$ cat config.mk
export PLATFORM = sky130hd
export DESIGN_NAME = bus_arbiter
export DESIGN_NICKNAME = d
export VERILOG_FILES = /design/src/rtl/bus_pkg.sv /design/src/rtl/rr_picker.sv /design/src/rtl/bus_arbiter.sv
export SDC_FILE = /design/constraint.sdc
export NUM_CORES = 1
export LEC_CHECK = 0
export CORE_ASPECT_RATIO = 1.4
export CORE_MARGIN = 4
export CORE_UTILIZATION = 45
export CTS_CLUSTER_DIAMETER = 50
export DETAILED_ROUTE_END_ITERATION = 8
export GPL_TIMING_DRIVEN = 0
export PLACE_DENSITY_LB_ADDON = 0.3
export SKIP_CTS_REPAIR_TIMING = 1
export SLEW_MARGIN = 20
export SYNTH_ARGS = -nofsm -noshare
export SYNTH_HDL_FRONTEND = slang
export SYNTH_HIERARCHICAL = 1
export SYNTH_SLANG_ARGS = --single-unit
$ cat constraint.sdc
create_clock -name clk -period 2.35 [get_ports clk]
set_input_delay 0.3525 -clock clk [delete_from_list [all_inputs] [get_ports clk]]
set_output_delay 0.3525 -clock clk [all_outputs]
set_load 0.05 [all_outputs]
$ cat src/rtl/bus_pkg.sv
// Shared IDs, header layout and FSM encoding for the bus arbiter.
package bus_pkg;

   localparam int         N_REQ        = 3;
   localparam logic [1:0] CTRL_ID      = 2'b11;
   localparam int         HDR_PORT_LSB = 0;
   localparam int         HDR_SRC_LSB  = 2;
   localparam int         HDR_DEST_LSB = 4;

   typedef enum logic [2:0] {
      ST_IDLE    = 3'd0,
      ST_HEADER  = 3'd1,
      ST_SETTLE  = 3'd2,
      ST_XFER    = 3'd3,
      ST_RELEASE = 3'd4
   } state_t;

   function automatic logic [7:0] make_hdr(input logic [1:0] dest, input logic [1:0] src);
      logic [7:0] h;
      h = '0;
      h[HDR_DEST_LSB +: 2] = dest;
      h[HDR_SRC_LSB  +: 2] = src;
      h[HDR_PORT_LSB +: 2] = CTRL_ID;
      return h;
   endfunction

   function automatic logic [1:0] onehot_to_id(input logic [N_REQ-1:0] oh);
      logic [1:0] id;
      case (oh)
         3'b010:  id = 2'd1;
         3'b100:  id = 2'd2;
         default: id = 2'd0;
      endcase
      return id;
   endfunction

endpackage

$ cat src/rtl/rr_picker.sv
// Three-way round-robin picker: searches last_grant+1, +2, +3 (mod 3).
module rr_picker
   import bus_pkg::*;
(
   input  logic [N_REQ-1:0] eligible,
   input  logic [1:0]       last_grant,
   output logic [N_REQ-1:0] winner
);

   logic [1:0] w_idx;
   logic       w_found;

   always_comb begin
      winner  = '0;
      w_found = 1'b0;
      w_idx   = '0;
      for (int k = 1; k <= N_REQ; k++) begin
         w_idx = 2'((int'(last_grant) + k) % N_REQ);
         if (!w_found && eligible[w_idx]) begin
            winner[w_idx] = 1'b1;
            w_found       = 1'b1;
         end
      end
   end

endmodule

$ cat src/rtl/bus_arbiter.sv
// Shared-bus arbiter: header out through the control port, settle, grant, release.
module bus_arbiter
   import bus_pkg::*;
#(
   parameter int SETTLE_CYCLES  = 3,
   parameter int TIMEOUT_CYCLES = 255
) (
   input  logic             clk,
   input  logic             rst_n,
   input  logic [N_REQ-1:0] req,
   input  logic [5:0]       req_dest,
   output logic             hdr_valid,
   output logic [7:0]       hdr_data,
   input  logic             hdr_ready,
   input  logic             bus_valid,
   input  logic             ack_in,
   output logic [N_REQ-1:0] grant,
   output logic             ack_out,
   output logic             busy,
   output logic             err_timeout,
   output logic             err_dest
);

   localparam int CNT_MAX = (SETTLE_CYCLES > TIMEOUT_CYCLES) ? SETTLE_CYCLES : TIMEOUT_CYCLES;
   localparam int CNT_W   = $clog2(CNT_MAX + 1);
   localparam logic [CNT_W-1:0] SETTLE_LAST  = CNT_W'(SETTLE_CYCLES - 1);
   localparam logic [CNT_W-1:0] TIMEOUT_LAST = CNT_W'(TIMEOUT_CYCLES - 1);

   state_t           r_state;
   logic [CNT_W-1:0] r_cnt;
   logic [N_REQ-1:0] r_win;
   logic [1:0]       r_win_id;
   logic [1:0]       r_last_grant;
   logic             r_hdr_valid;
   logic [7:0]       r_hdr_data;
   logic [N_REQ-1:0] r_grant;
   logic             r_ack_out;
   logic             r_busy;
   logic             r_err_timeout;
   logic             r_err_dest;

   logic [N_REQ-1:0] w_eligible;
   logic [N_REQ-1:0] w_illegal;
   logic [N_REQ-1:0] w_winner;
   logic [1:0]       w_win_id;
   logic [1:0]       w_win_dest;

   // A requester may not target the control port or itself.
   always_comb begin
      w_eligible = '0;
      w_illegal  = '0;
      for (int n = 0; n < N_REQ; n++) begin
         if (req_dest[2*n +: 2] != CTRL_ID && req_dest[2*n +: 2] != 2'(n))
            w_eligible[n] = req[n];
         else
            w_illegal[n]  = req[n];
      end
   end

   rr_picker u_picker (
      .eligible   (w_eligible),
      .last_grant (r_last_grant),
      .winner     (w_winner)
   );

   assign w_win_id   = onehot_to_id(w_winner);
   assign w_win_dest = req_dest[2*int'(w_win_id) +: 2];

   always_ff @(posedge clk or negedge rst_n) begin
      if (!rst_n) begin
         r_state       <= ST_IDLE;
         r_cnt         <= '0;
         r_win         <= '0;
         r_win_id      <= '0;
         r_last_grant  <= 2'd2;
         r_hdr_valid   <= 1'b0;
         r_hdr_data    <= '0;
         r_grant       <= '0;
         r_ack_out     <= 1'b0;
         r_busy        <= 1'b0;
         r_err_timeout <= 1'b0;
         r_err_dest    <= 1'b0;
      end else begin
         r_err_dest    <= |w_illegal;
         r_ack_out     <= 1'b0;
         r_err_timeout <= 1'b0;
         case (r_state)
            ST_IDLE: begin
               if (|w_eligible) begin
                  r_state     <= ST_HEADER;
                  r_win       <= w_winner;
                  r_win_id    <= w_win_id;
                  r_hdr_data  <= make_hdr(w_win_dest, w_win_id);
                  r_hdr_valid <= 1'b1;
                  r_busy      <= 1'b1;
               end
            end
            ST_HEADER: begin
               if (r_hdr_valid && hdr_ready) begin
                  r_hdr_valid <= 1'b0;
                  r_cnt       <= '0;
                  r_state     <= ST_SETTLE;
               end
            end
            ST_SETTLE: begin
               if (r_cnt == SETTLE_LAST) begin
                  r_cnt   <= '0;
                  r_grant <= r_win;
                  r_state <= ST_XFER;
               end else begin
                  r_cnt <= r_cnt + 1'b1;
               end
            end
            ST_XFER: begin
               // ack_in is checked first so a coincident timeout is not flagged.
               if (ack_in) begin
                  r_grant   <= '0;
                  r_ack_out <= 1'b1;
                  r_state   <= ST_RELEASE;
               end else if (bus_valid) begin
                  r_cnt <= '0;
               end else if (r_cnt == TIMEOUT_LAST) begin
                  r_grant       <= '0;
                  r_ack_out     <= 1'b1;
                  r_err_timeout <= 1'b1;
                  r_state       <= ST_RELEASE;
               end else begin
                  r_cnt <= r_cnt + 1'b1;
               end
            end
            ST_RELEASE: begin
               r_last_grant <= r_win_id;
               r_cnt        <= '0;
               r_busy       <= 1'b0;
               r_state      <= ST_IDLE;
            end
            default: begin
               r_grant     <= '0;
               r_hdr_valid <= 1'b0;
               r_busy      <= 1'b0;
               r_state     <= ST_IDLE;
            end
         endcase
      end
   end

   assign hdr_valid   = r_hdr_valid;
   assign hdr_data    = r_hdr_data;
   assign grant       = r_grant;
   assign ack_out     = r_ack_out;
   assign busy        = r_busy;
   assign err_timeout = r_err_timeout;
   assign err_dest    = r_err_dest;

endmodule

==> summary.md, run 1 <==
| Metric | Value |
|---|---|
| Clock Skew | 8.16 ps |
| Critical path type | flip-flop to flip-flop |
| Via count | 1,554 |
| Row cnt | 27 |
| Vertical die dimension | 83.5 µm |
| Starting density of the core | ~47% |
| Share of post-route cells with drive strength above 1 | 28.8% |
| Via density | 5.57 |
| Switching power total | 0.00116 W |
| CTS tree | built |
| WL final | between 4 and 5 mm |
| Antenna diode instance count | 0 |
| Critical path fanouts, max | 9 |
| Drt first pass iters | 4 |
| Area overhead of the layout relative to synthesis | 35.1% |
| Total negative slack for setup checks | 0 ps |
| Yosys warning total | 6 |
| Most common cell after layout, fill and taps aside | dfrtp_1 |
| Post-synthesis instance area | 1830 µm² |
| Floorplan core area | 3920 µm² |
| Worst-case vdd ir drop | 0.784 mV |
| Path type of the worst min-delay path | input pin to asynchronous set/reset pin |
| Setup crit start kind | flip-flop |
| Level count of the clock H-tree | 2 |
| Largest net degree at the start of global routing | 30 |
| FMAX | 0.433 GHz |
| First-pass GRT wire length | 6.56 mm |
| Maximum buffer depth of the clock tree | 2 |
| Mean area per synthesized cell | 9.79 µm² |
| Antenna violations before repair | 0 |
| Share of total power in the clock network | 18.9% |
| Share of synthesized area occupied by flip-flops and latches | 39.7% |
| DRC viols | 0 |
| Clock-pin slew on the worst setup and hold paths | 60 ps |
| Area of the die | 5170 µm² |
| Max-Slew Margin vs Limit | 56.1% |
| I/O pins | 30 |
| Category of the worst setup path capture point | flip-flop |
| Routability congestion estimate from global placement | 0.732 |
| Final Max Tran Viols | 0 |
| Async set-reset flop share out of synthesis | 100% |
| Endpoint arrival time on the critical path | 2480 ps |
| Num CTS Buffers | 5 |
| Clock network latency to the later pin of the worst-skew pair | around 290 ps |
| Final net count | approximately 260 |
| Post-layout minimum cycle time | 2310 ps |
| Max_cap viols | 0 |
| Commonest cells after routing, fill and taps aside | dfrtp_1, clkdlybuf4s50_1, buf_4, o21ai_0, nor2_1 |
| Filler cell count in the final layout | 331 |
| Tcrit/Tclk final | 98.3% |
| Gr ovfl total | 0 |
| Remaining number of nets flagged by the antenna check after routing | 0 |
| Net switching share of the total power | 41.3% |
| Global router's overall resource usage | 16.9% |
| Post-synthesis cell count | 187 |
| Total power density per cell area | 1140 nW/µm² |
| Leakage power summed over all cells | between 1 and 1.5 nW |
| Clock root cell | clkbuf_8 |
| Post-layout power | approximately 0.0028 W |
| Internal power component | 0.00165 W |
| Drt first-iter violations | 66 |
| Total setup violations reported at the end of the flow | 0 |
| Port Buffers | 27 |
| Data required, critical path | ~2500 ps |
| Primary flip-flop cell chosen by synthesis mapping | dfrtp_1 |
| Sink Count | 29 |
| Number of global-route vias before repair | 1,480 |
| Die extent in x | 61.9 µm |
| Final HPWL from detailed placement | around 2.9 mm |
| Fraction of power consumed by combinational cells | 55.4% |
| Number of synthesized flops with an enable pin | 0 |
| Final number of hold-violating endpoints | 0 |
| Least-Margin Pin Slew | around 660 ps |
| Flop and latch count out of synthesis | 29 |
| Routed WL per cell | 15.2 µm |
| Count of cell types in the netlist | 49 |
| Result of the run | completed |
| Sequential fraction of design power | 25.7% |
-- cells by family (layout without fill, tap and decap cells) --
group / count (synthesis) / in the layout / synth area share (%)
AND/OR/NAND/NOR: 68 / 68 / 21.3
AO/OA/AOI/OAI: 52 / 52 / 21.9
flip-flops: 29 / 29 / 39.7
buffers and inverters: 20 / 68 / 6.43
multiplexers: 10 / 10 / 5.88
adder cells (fa/ha/maj): 6 / 6 / 4.10
other: 1 / 2 / 0.205
XOR/XNOR: 1 / 1 / 0.479
-- flip-flops by register name, summed over array words and instances (netlist names) --
name          cells
hdr_valid         1
r_cnt             8
err_dest          1
ack_out           1
err_timeout       1
grant             3
r_win_id          1
r_win             3
hdr_data          4
r_state           3
r_last_grant      2
busy              1
-- power groups by stage --
stage	Clock, W	Combinational, W	Sequential [W]
after floorplan	0	0.000798	0.000922
after detailed placement	0	0.00132	0.000732
after global placement	0	0.00130	0.000727
after global routing	0.000566	0.00168	0.000740
after CTS	0.000548	0.00133	0.000724
final	0.000532	0.00156	0.000723
-- worst paths after layout --
path	from	to	slack (ps)	cells after the start
worst min-delay path	rst_n	hdr_data[5]$_DFFE_PN0P_	90	1
max in group asynchronous	rst_n	r_last_grant[0]$_DFFE_PN0N_	1820	1
min in group clk	r_win[1]$_DFFE_PN0P_	grant[1]$_DFFE_PN0P_	500	1
worst max register to register	r_last_grant[1]$_DFFE_PN1N_	hdr_data[4]$_DFFE_PN0P_	40	12
worst min register to register	r_win[1]$_DFFE_PN0P_	grant[1]$_DFFE_PN0P_	500	1
worst max-delay path	r_last_grant[1]$_DFFE_PN1N_	hdr_data[4]$_DFFE_PN0P_	40	12
-- stage by stage --
| stage | util (%) | hold slack, ps | area [µm²] | std cells | setup slack (ps) |
|---|---|---|---|---|---|
| detailed placement | 54.9 | 420 | 2150 | 258 | -517 |
| floorplan | - | 56.9 | 1830 | 188 | 234 |
| global placement | 55.1 | 479 | 2160 | 258 | -491 |
| CTS | 57.9 | 111 | 2270 | 266 | -225 |
| finish | 63.1 | 94.0 | 2470 | 279 | 40.1 |
| global route | 63.1 | 144 | 2470 | 279 | -78.1 |
-- synth_stat cells (2+ instances only) --
library cell  number  share of area, %
nand2_1           12               2.5
mux2_2             6               3.7
a21oi_1            5               1.4
nor2b_1            6               2.1
dfrtp_1           28                38
o22ai_1            4               1.4
and3_2             3               1.2
o211ai_1           2              0.82
mux2i_1            4               2.2
and3_1             2              0.68
ha_1               6               4.1
o21ai_0           19               5.2
nor3_1             5               1.4
nor2_1            14               2.9
nand2b_1          10               3.4
buf_6              3               1.8
a22o_1             9               4.3
o311ai_0           2              0.96
nand3_1            4               1.1
buf_4              4               1.6
inv_1             11               2.3
-- worst max-delay path: stages, from the launching register on --
cell      delay, ps
dfstp_2         570
ha_4            210
buf_6           130
mux2i_2         220
nand2_1         100
a21oi_2         160
o21a_2          220
buf_4           150
nand2b_1         70
o311ai_1        100
o21ai_1         110
nand3_1         100
o21ai_1          70
-- metal layers --
metal	vias to the layer above	GRT usage (%)	wire length, µm
li1	760	-	-
met1	760	18.5	1680
met2	27	28.8	2320
met3	7	4.18	136
met4	0	8.11	104
met5	-	0	0
-- final cells by class --
type | count | area [µm²] | share of cell area, %
tap | 43 | 53.8 | 2.18
multi-input combinational | 139 | 1090 | 44.1
clock inverter | 1 | 30.0 | 1.21
clock buffer | 7 | 86.3 | 3.49
inverter | 11 | 41.3 | 1.67
buffer | 9 | 76.3 | 3.09
sequential | 29 | 727 | 29.4
timing repair buffer | 40 | 368 | 14.9
Note: power is estimated with default switching activity, not from simulation.
==> run 2: changes to the inputs <==
Settings changed: CORE_MARGIN 4 to 10, GPL_ROUTABILITY_DRIVEN set to 0.
Clock period 2.35 ns to 2.8 ns, I/O delays scaled along.
==> summary.md, run 2 (same netlist as run 1, synthesis figures left out) <==
| Metric | Value |
|---|---|
| Result of the run | completed |
| Sequence of cells on the critical path | clkdlybuf4s50_1 -> xor2_1 -> and2_1 -> mux2i_1 -> o22ai_1 -> a32oi_1 -> o21ai_2 -> nand2b_1 -> o22ai_1 -> o21ai_0 -> nand3_1 -> o21ai_0 |
| DRC viols | 0 (unchanged) |
| Share of post-route cells with drive strength above 1 | 17.9% (-11 points) |
| Slowest Stage Delay on Critical Path | 530 ps (-40 ps) |
| Row cnt | 27 (unchanged) |
| Drt first-iter violations | 60 (-9.1%) |
| Sequential cell area in the final layout | 727 µm² (unchanged) |
| Num CTS Buffers | 5 (unchanged) |
| Via count | 1,470 (-5.4%) |
| Die extent in x | 73.9 µm (+19%) |
| Clock network latency to the later pin of the worst-skew pair | 280 ps (about the same) |
| Leakage power summed over all cells | 0.961 nW (-11%) |
| Endpoint arrival time on the critical path | 2780 ps (+300 ps) |
| Post-layout minimum cycle time | 2590 ps |
| Area of the die | 7060 µm² (+37%) |
| Most common cell after layout, fill and taps aside | dfrtp_1 |
| Setup crit start kind | input pin |
| Largest Register | r_cnt |
| Data required, critical path | 3000 ps (+480 ps) |
| I/O pins | 30 (unchanged) |
| Setup slack at placement | -208 ps (+309 ps) |
| Final instance count without filler cells | 267 (-4.3%) |
| First-pass GRT wire length | 6.90 mm (+5.3%) |
| Flip-flop count of the largest register, all copies and words added | 8 (unchanged) |
| Least-Margin Pin Slew | 640 ps (-17.5 ps) |
| Antenna diode instance count | 0 (unchanged) |
| Clock-pin slew on the worst setup and hold paths | 60 ps (about the same) |
| Category of the worst setup path capture point | flip-flop |
| Drt first pass iters | 4 (unchanged) |
| Final number of hold-violating endpoints | 0 (unchanged) |
| Routed WL per cell | 15.2 µm (-0.11%) |
| Critical path fanouts, max | 7 (-2) |
| Number of global-route vias before repair | 1,550 (+4.7%) |
| Global router's overall resource usage | 12.4% (-4.4 points) |
| Area overhead of the layout relative to synthesis | 23.0% |
| Final Max Tran Viols | 0 (unchanged) |
| Final HPWL from detailed placement | 3.16 mm (+9.6%) |
| Max_cap viols | 0 (unchanged) |
| Multi-input logic area | 1000 µm² (-8.4%) |
| Total power density per cell area | 914 nW/µm² (-20%) |
| Total setup violations reported at the end of the flow | 0 (unchanged) |
| Gr ovfl total | 0 (unchanged) |
| Remaining number of nets flagged by the antenna check after routing | 0 (unchanged) |
| RSZ-0062 raised after global routing | no |
| Worst-case vdd ir drop | 0.563 mV (-28%) |
| Critical path type | input pin to flip-flop |
| Tcrit/Tclk final | 92.3% |
| Starting density of the core | 46.7% (unchanged) |
| Clock Skew | 7.65 ps (-0.512 ps) |
| Commonest cells after routing, fill and taps aside | dfrtp_1, clkdlybuf4s50_1, o21ai_0, nor2_1, nand2_1 |
| Sink Count | 29 (unchanged) |
| Port Buffers | 27 (unchanged) |
| CTS tree | built |
| Maximum buffer depth of the clock tree | 2 (unchanged) |
| Clock root cell | clkbuf_8 |
| Worst hold-check slack | 163 ps (+68.5 ps) |
| FMAX | 0.387 GHz |
| Final net count | 243 (-4.7%) |
| Level count of the clock H-tree | 2 (unchanged) |
| Floorplan core area | 3920 µm² (unchanged) |
| Max-Slew Margin vs Limit | 57.3% (+1.2 points) |
| Antenna violations before repair | 0 (unchanged) |
| Via density | 5.51 (-1.2%) |
| WL final | 4.05 mm (-4.4%) |
| Final worst slack | 214 ps (+174 ps) |
| Filler cell count in the final layout | 355 (+7.3%) |
| Path type of the worst min-delay path | input pin to asynchronous set/reset pin |
| Critical Path Slowest Stage Cell | clkdlybuf4s50_1 |
| Largest net degree at the start of global routing | 30 (unchanged) |
| Vertical die dimension | 95.5 µm (+14%) |
| Total placed cells including tap cells | 258 (unchanged) |
-- run 2: cell count changes in the layout (fill, tap and decap cells not counted), sizes merged --
cell           before  now
clkdlybuf4s50      24   26
bufinv              1    0
dlymetal6s2s        2    0
buf                22   10
clkbuf              8    9
-- run 2: final timing paths --
kind / from / end / slack, ps / cells after the start
worst max-delay path: req_dest[1] / hdr_data[4]$_DFFE_PN0P_ / 210 / 12
worst min-delay path: rst_n / r_cnt[1]$_DFFE_PN0P_ / 160 / 1
worst max register to register: r_last_grant[0]$_DFFE_PN0N_ / hdr_data[4]$_DFFE_PN0P_ / 440 / 11
worst min register to register: hdr_data[1]$_DFFE_PN0P_ / hdr_data[1]$_DFFE_PN0P_ / 490 / 1
max in group asynchronous: rst_n / err_timeout$_DFF_PN0_ / 2220 / 1
min in group clk: hdr_data[1]$_DFFE_PN0P_ / hdr_data[1]$_DFFE_PN0P_ / 490 / 1
-- run 2: cell type report --
cell class | count | area share (%)
Sequential cell | 29 | 32.3
Inverter | 11 | 1.83
Timing Repair Buffer | 28 | 12.1
Clock buffer | 8 | 3.56
Multi-Input combinational cell | 139 | 44.4
Buffer | 9 | 3.39
Tap cell | 43 | 2.39
-- run 2: through the flow --
stage / utilization [%] / TNS (ps) / power (W) / area (µm²)
after floorplan: - / 0 / 0.00144 / 1830
after global placement: 55.1 / -354 / 0.00171 / 2160
after detailed placement: 54.9 / -450 / 0.00173 / 2150
after CTS: 57.0 / 0 / 0.00206 / 2230
after global routing: 57.4 / 0 / 0.00222 / 2250
final: 57.4 / 0 / 0.00206 / 2250
-- run 2: report_power, final --
part / switching (W) / internal, W
Combinational: 0.000673 / 0.000453
Clock: 0.000149 / 0.000176
Sequential: 0.0000786 / 0.000527
Total: 0.000901 / 0.00116
-- run 2: metal layers --
layer / GRT usage (%) / wire [µm] / vias to the layer above
met4: 5.76 / 93 / 0
met2: 22.9 / 2250 / 18
met3: 3.74 / 127 / 8
met5: 0 / 0 / -
li1: - / - / 735
met1: 12.1 / 1580 / 709
-- run 2: critical path, delay by kind of cell --
| kind | cells | cell delay (ps) |
|---|---|---|
| and+or+nand+nor | 3 | 520 |
| buffers and inverters | 1 | 530 |
| muxes | 1 | 90 |
| AOI/OAI and AO/OA | 6 | 970 |
| xor gates and xnor gates | 1 | 250 |
==> run 3: changes to the inputs <==
Settings changed: CORE_MARGIN 10 to not set.
==> summary.md, run 3 (same netlist as run 1, synthesis figures left out) <==
| Metric | Value |
|---|---|
| Num CTS Buffers | 5 (unchanged) |
| Largest Register | r_cnt |
| Most common cell after layout, fill and taps aside | dfrtp_1 |
| Row cnt | 27 (unchanged) |
| Antenna violations before repair | 0 (unchanged) |
| Total negative slack for setup checks | 0 ps (unchanged) |
| Worst flop-to-flop path startpoint | r_last_grant[1]$_DFFE_PN1N_ |
| Largest net degree at the start of global routing | 30 (unchanged) |
| DRC viols | 0 (unchanged) |
| Number of global-route vias before repair | 1,433 (-7.5%) |
| Critical path fanouts, max | 9 (+2) |
| Final worst slack | 176 ps (-38.5 ps) |
| Die extent in x | 55.9 µm (-24%) |
| Result of the run | completed |
| Standard cell area after detailed placement | 2150 µm² (unchanged) |
| Final instance count without filler cells | 265 (-0.75%) |
| Worst-case vdd ir drop | 0.556 mV (-1.3%) |
| Final HPWL from detailed placement | 2.83 mm (-10%) |
| Total power density per cell area | 917 nW/µm² (+0.29%) |
| Clock-pin slew on the worst setup and hold paths | 60 ps (about the same) |
| Category of the worst setup path capture point | flip-flop |
| Setup slack at placement | -176 ps (+32.3 ps) |
| Total setup violations reported at the end of the flow | 0 (unchanged) |
| Final net count | 242 (-0.41%) |
| Global router's overall resource usage | 19.6% (+7.2 points) |
| Via count | 1,469 (-0.068%) |
| Leakage power summed over all cells | 0.959 nW (-0.27%) |
| Drt first pass iters | 7 (+3) |
| R2r setup slk | 410 ps (-30 ps) |
| Final Max Tran Viols | 0 (unchanged) |
| WL final | 3.76 mm (-7.2%) |
| CTS tree | built |
| Post-layout minimum cycle time | 2620 ps (+38.5 ps) |
| Total placed cells including tap cells | 258 (unchanged) |
| Max-Slew Margin vs Limit | 57.5% (+0.16 points) |
| Max_cap viols | 0 (unchanged) |
| Share of post-route cells with drive strength above 1 | 17.6% (-0.29 points) |
| Worst flop-to-flop path endpoint | hdr_data[4]$_DFFE_PN0P_ |
| Drt first-iter violations | 70 (+17%) |
| Remaining number of nets flagged by the antenna check after routing | 0 (unchanged) |
| Gr ovfl total | 0 (unchanged) |
| Area overhead of the layout relative to synthesis | 22.6% |
| Clock root cell | clkbuf_8 |
| Commonest cells after routing, fill and taps aside | dfrtp_1, clkdlybuf4s50_1, o21ai_0, nor2_1, nand2_1 |
| Level count of the clock H-tree | 2 (unchanged) |
| Tcrit/Tclk final | 93.7% (+1.4 points) |
| Data required, critical path | 2960 ps (-40 ps) |
| Maximum buffer depth of the clock tree | 2 (unchanged) |
| Final instance area | 2240 µm² (-0.33%) |
| Filler cell count in the final layout | 360 (+1.4%) |
| Sink Count | 29 (unchanged) |
| RSZ-0062 raised after global routing | no |
| Port Buffers | 27 (unchanged) |
| Least-Margin Pin Slew | 638 ps (-2.46 ps) |
| First-pass GRT wire length | 6.67 mm (-3.3%) |
| Routed WL per cell | 14.2 µm (-6.5%) |
| Antenna diode instance count | 0 (unchanged) |
| I/O pins | 30 (unchanged) |
| Flip-flop count of the largest register, all copies and words added | 8 (unchanged) |
| Clock Skew | 6.03 ps (-1.61 ps) |
| Starting density of the core | 46.7% (unchanged) |
| Final number of hold-violating endpoints | 0 (unchanged) |
| Vertical die dimension | 77.5 µm (-19%) |
| Logic depth of the worst register-to-register path | 10 (-1) |
| Clock network latency to the later pin of the worst-skew pair | 280 ps (about the same) |
| Via density | 5.54 (+0.69%) |
| FMAX | 0.381 GHz (-1.5%) |
| Path type of the worst min-delay path | input pin to asynchronous set/reset pin |
| Setup crit start kind | input pin |
| Endpoint arrival time on the critical path | 2790 ps (about the same) |
| Floorplan core area | 3920 µm² (unchanged) |
| Critical path type | input pin to flip-flop |
| Area of the die | 4330 µm² (-39%) |
[run 3: cell types whose count changed in the layout (fill, tap and decap cells not counted)]
cell,previous run,this run
o22ai_2,1,0
clkbuf_8,5,6
clkbuf_1,3,1
o22ai_1,3,4
buf_4,5,4
[run 3: stage by stage]
| stage | total power, W | utilization [%] | hold WS (ps) |
|---|---|---|---|
| global placement | 0.00170 | 55.1 | 479 |
| finish | 0.00206 | 57.2 | 160 |
| CTS | 0.00207 | 57.2 | 184 |
| floorplan | 0.00144 | - | 124 |
| detailed placement | 0.00173 | 54.9 | 483 |
| global route | 0.00222 | 57.2 | 209 |
[run 3: worst max path at each step]
stage / startpoint / endpoint / slack [ps] / cells after the start
final: req_dest[1] / hdr_data[4]$_DFFE_PN0P_ / 180 / 11
after global routing: req_dest[1] / hdr_data[4]$_DFFE_PN0P_ / 20 / 12
after CTS: req_dest[1] / hdr_data[4]$_DFFE_PN0P_ / 110 / 12
after detailed placement: req_dest[1] / hdr_data[4]$_DFFE_PN0P_ / -180 / 12
after global placement: req_dest[1] / hdr_data[5]$_DFFE_PN0P_ / -120 / 12
after floorplan: r_last_grant[0]$_DFFE_PN0N_ / hdr_data[4]$_DFFE_PN0P_ / 680 / 11
[run 3: report_power, final]
part           switching, W  total, W  internal [W]  leakage, nW
combinational      0.000661   0.00111      0.000444        0.539
sequential        0.0000804  0.000607      0.000527        0.375
clock              0.000149  0.000344      0.000195       0.0443
total              0.000891   0.00206       0.00117        0.959
[run 3: area by class of cell]
cell class	count	area, µm²	area share [%]
Sequential cell	29	727	32.4
Buffer	9	76.3	3.40
Clock buffer	7	86.3	3.85
Tap cell	43	53.8	2.40
Multi-Input combinational cell	139	993	44.3
Inverter	11	41.3	1.84
Timing Repair Buffer	27	265	11.8
[run 3: critical path: stages]
cell and delay, ps:
clkdlybuf4s50_1 540, xor2_1 250, and2_1 210, mux2i_1 90
o2bb2ai_2 250, a21oi_1 80, o21a_1 270, o311ai_0 320
o21ai_0 160, nand3_1 110, o21ai_0 70
[run 3: layer usage]
metal  up-vias  global-route usage (%)  wire [µm]
met4         0                    9.27        111
met5         -                       0          0
met1       703                    22.5       1590
met2        22                    34.3       1960
met3         9                    4.33        108
li1        735                       -          -
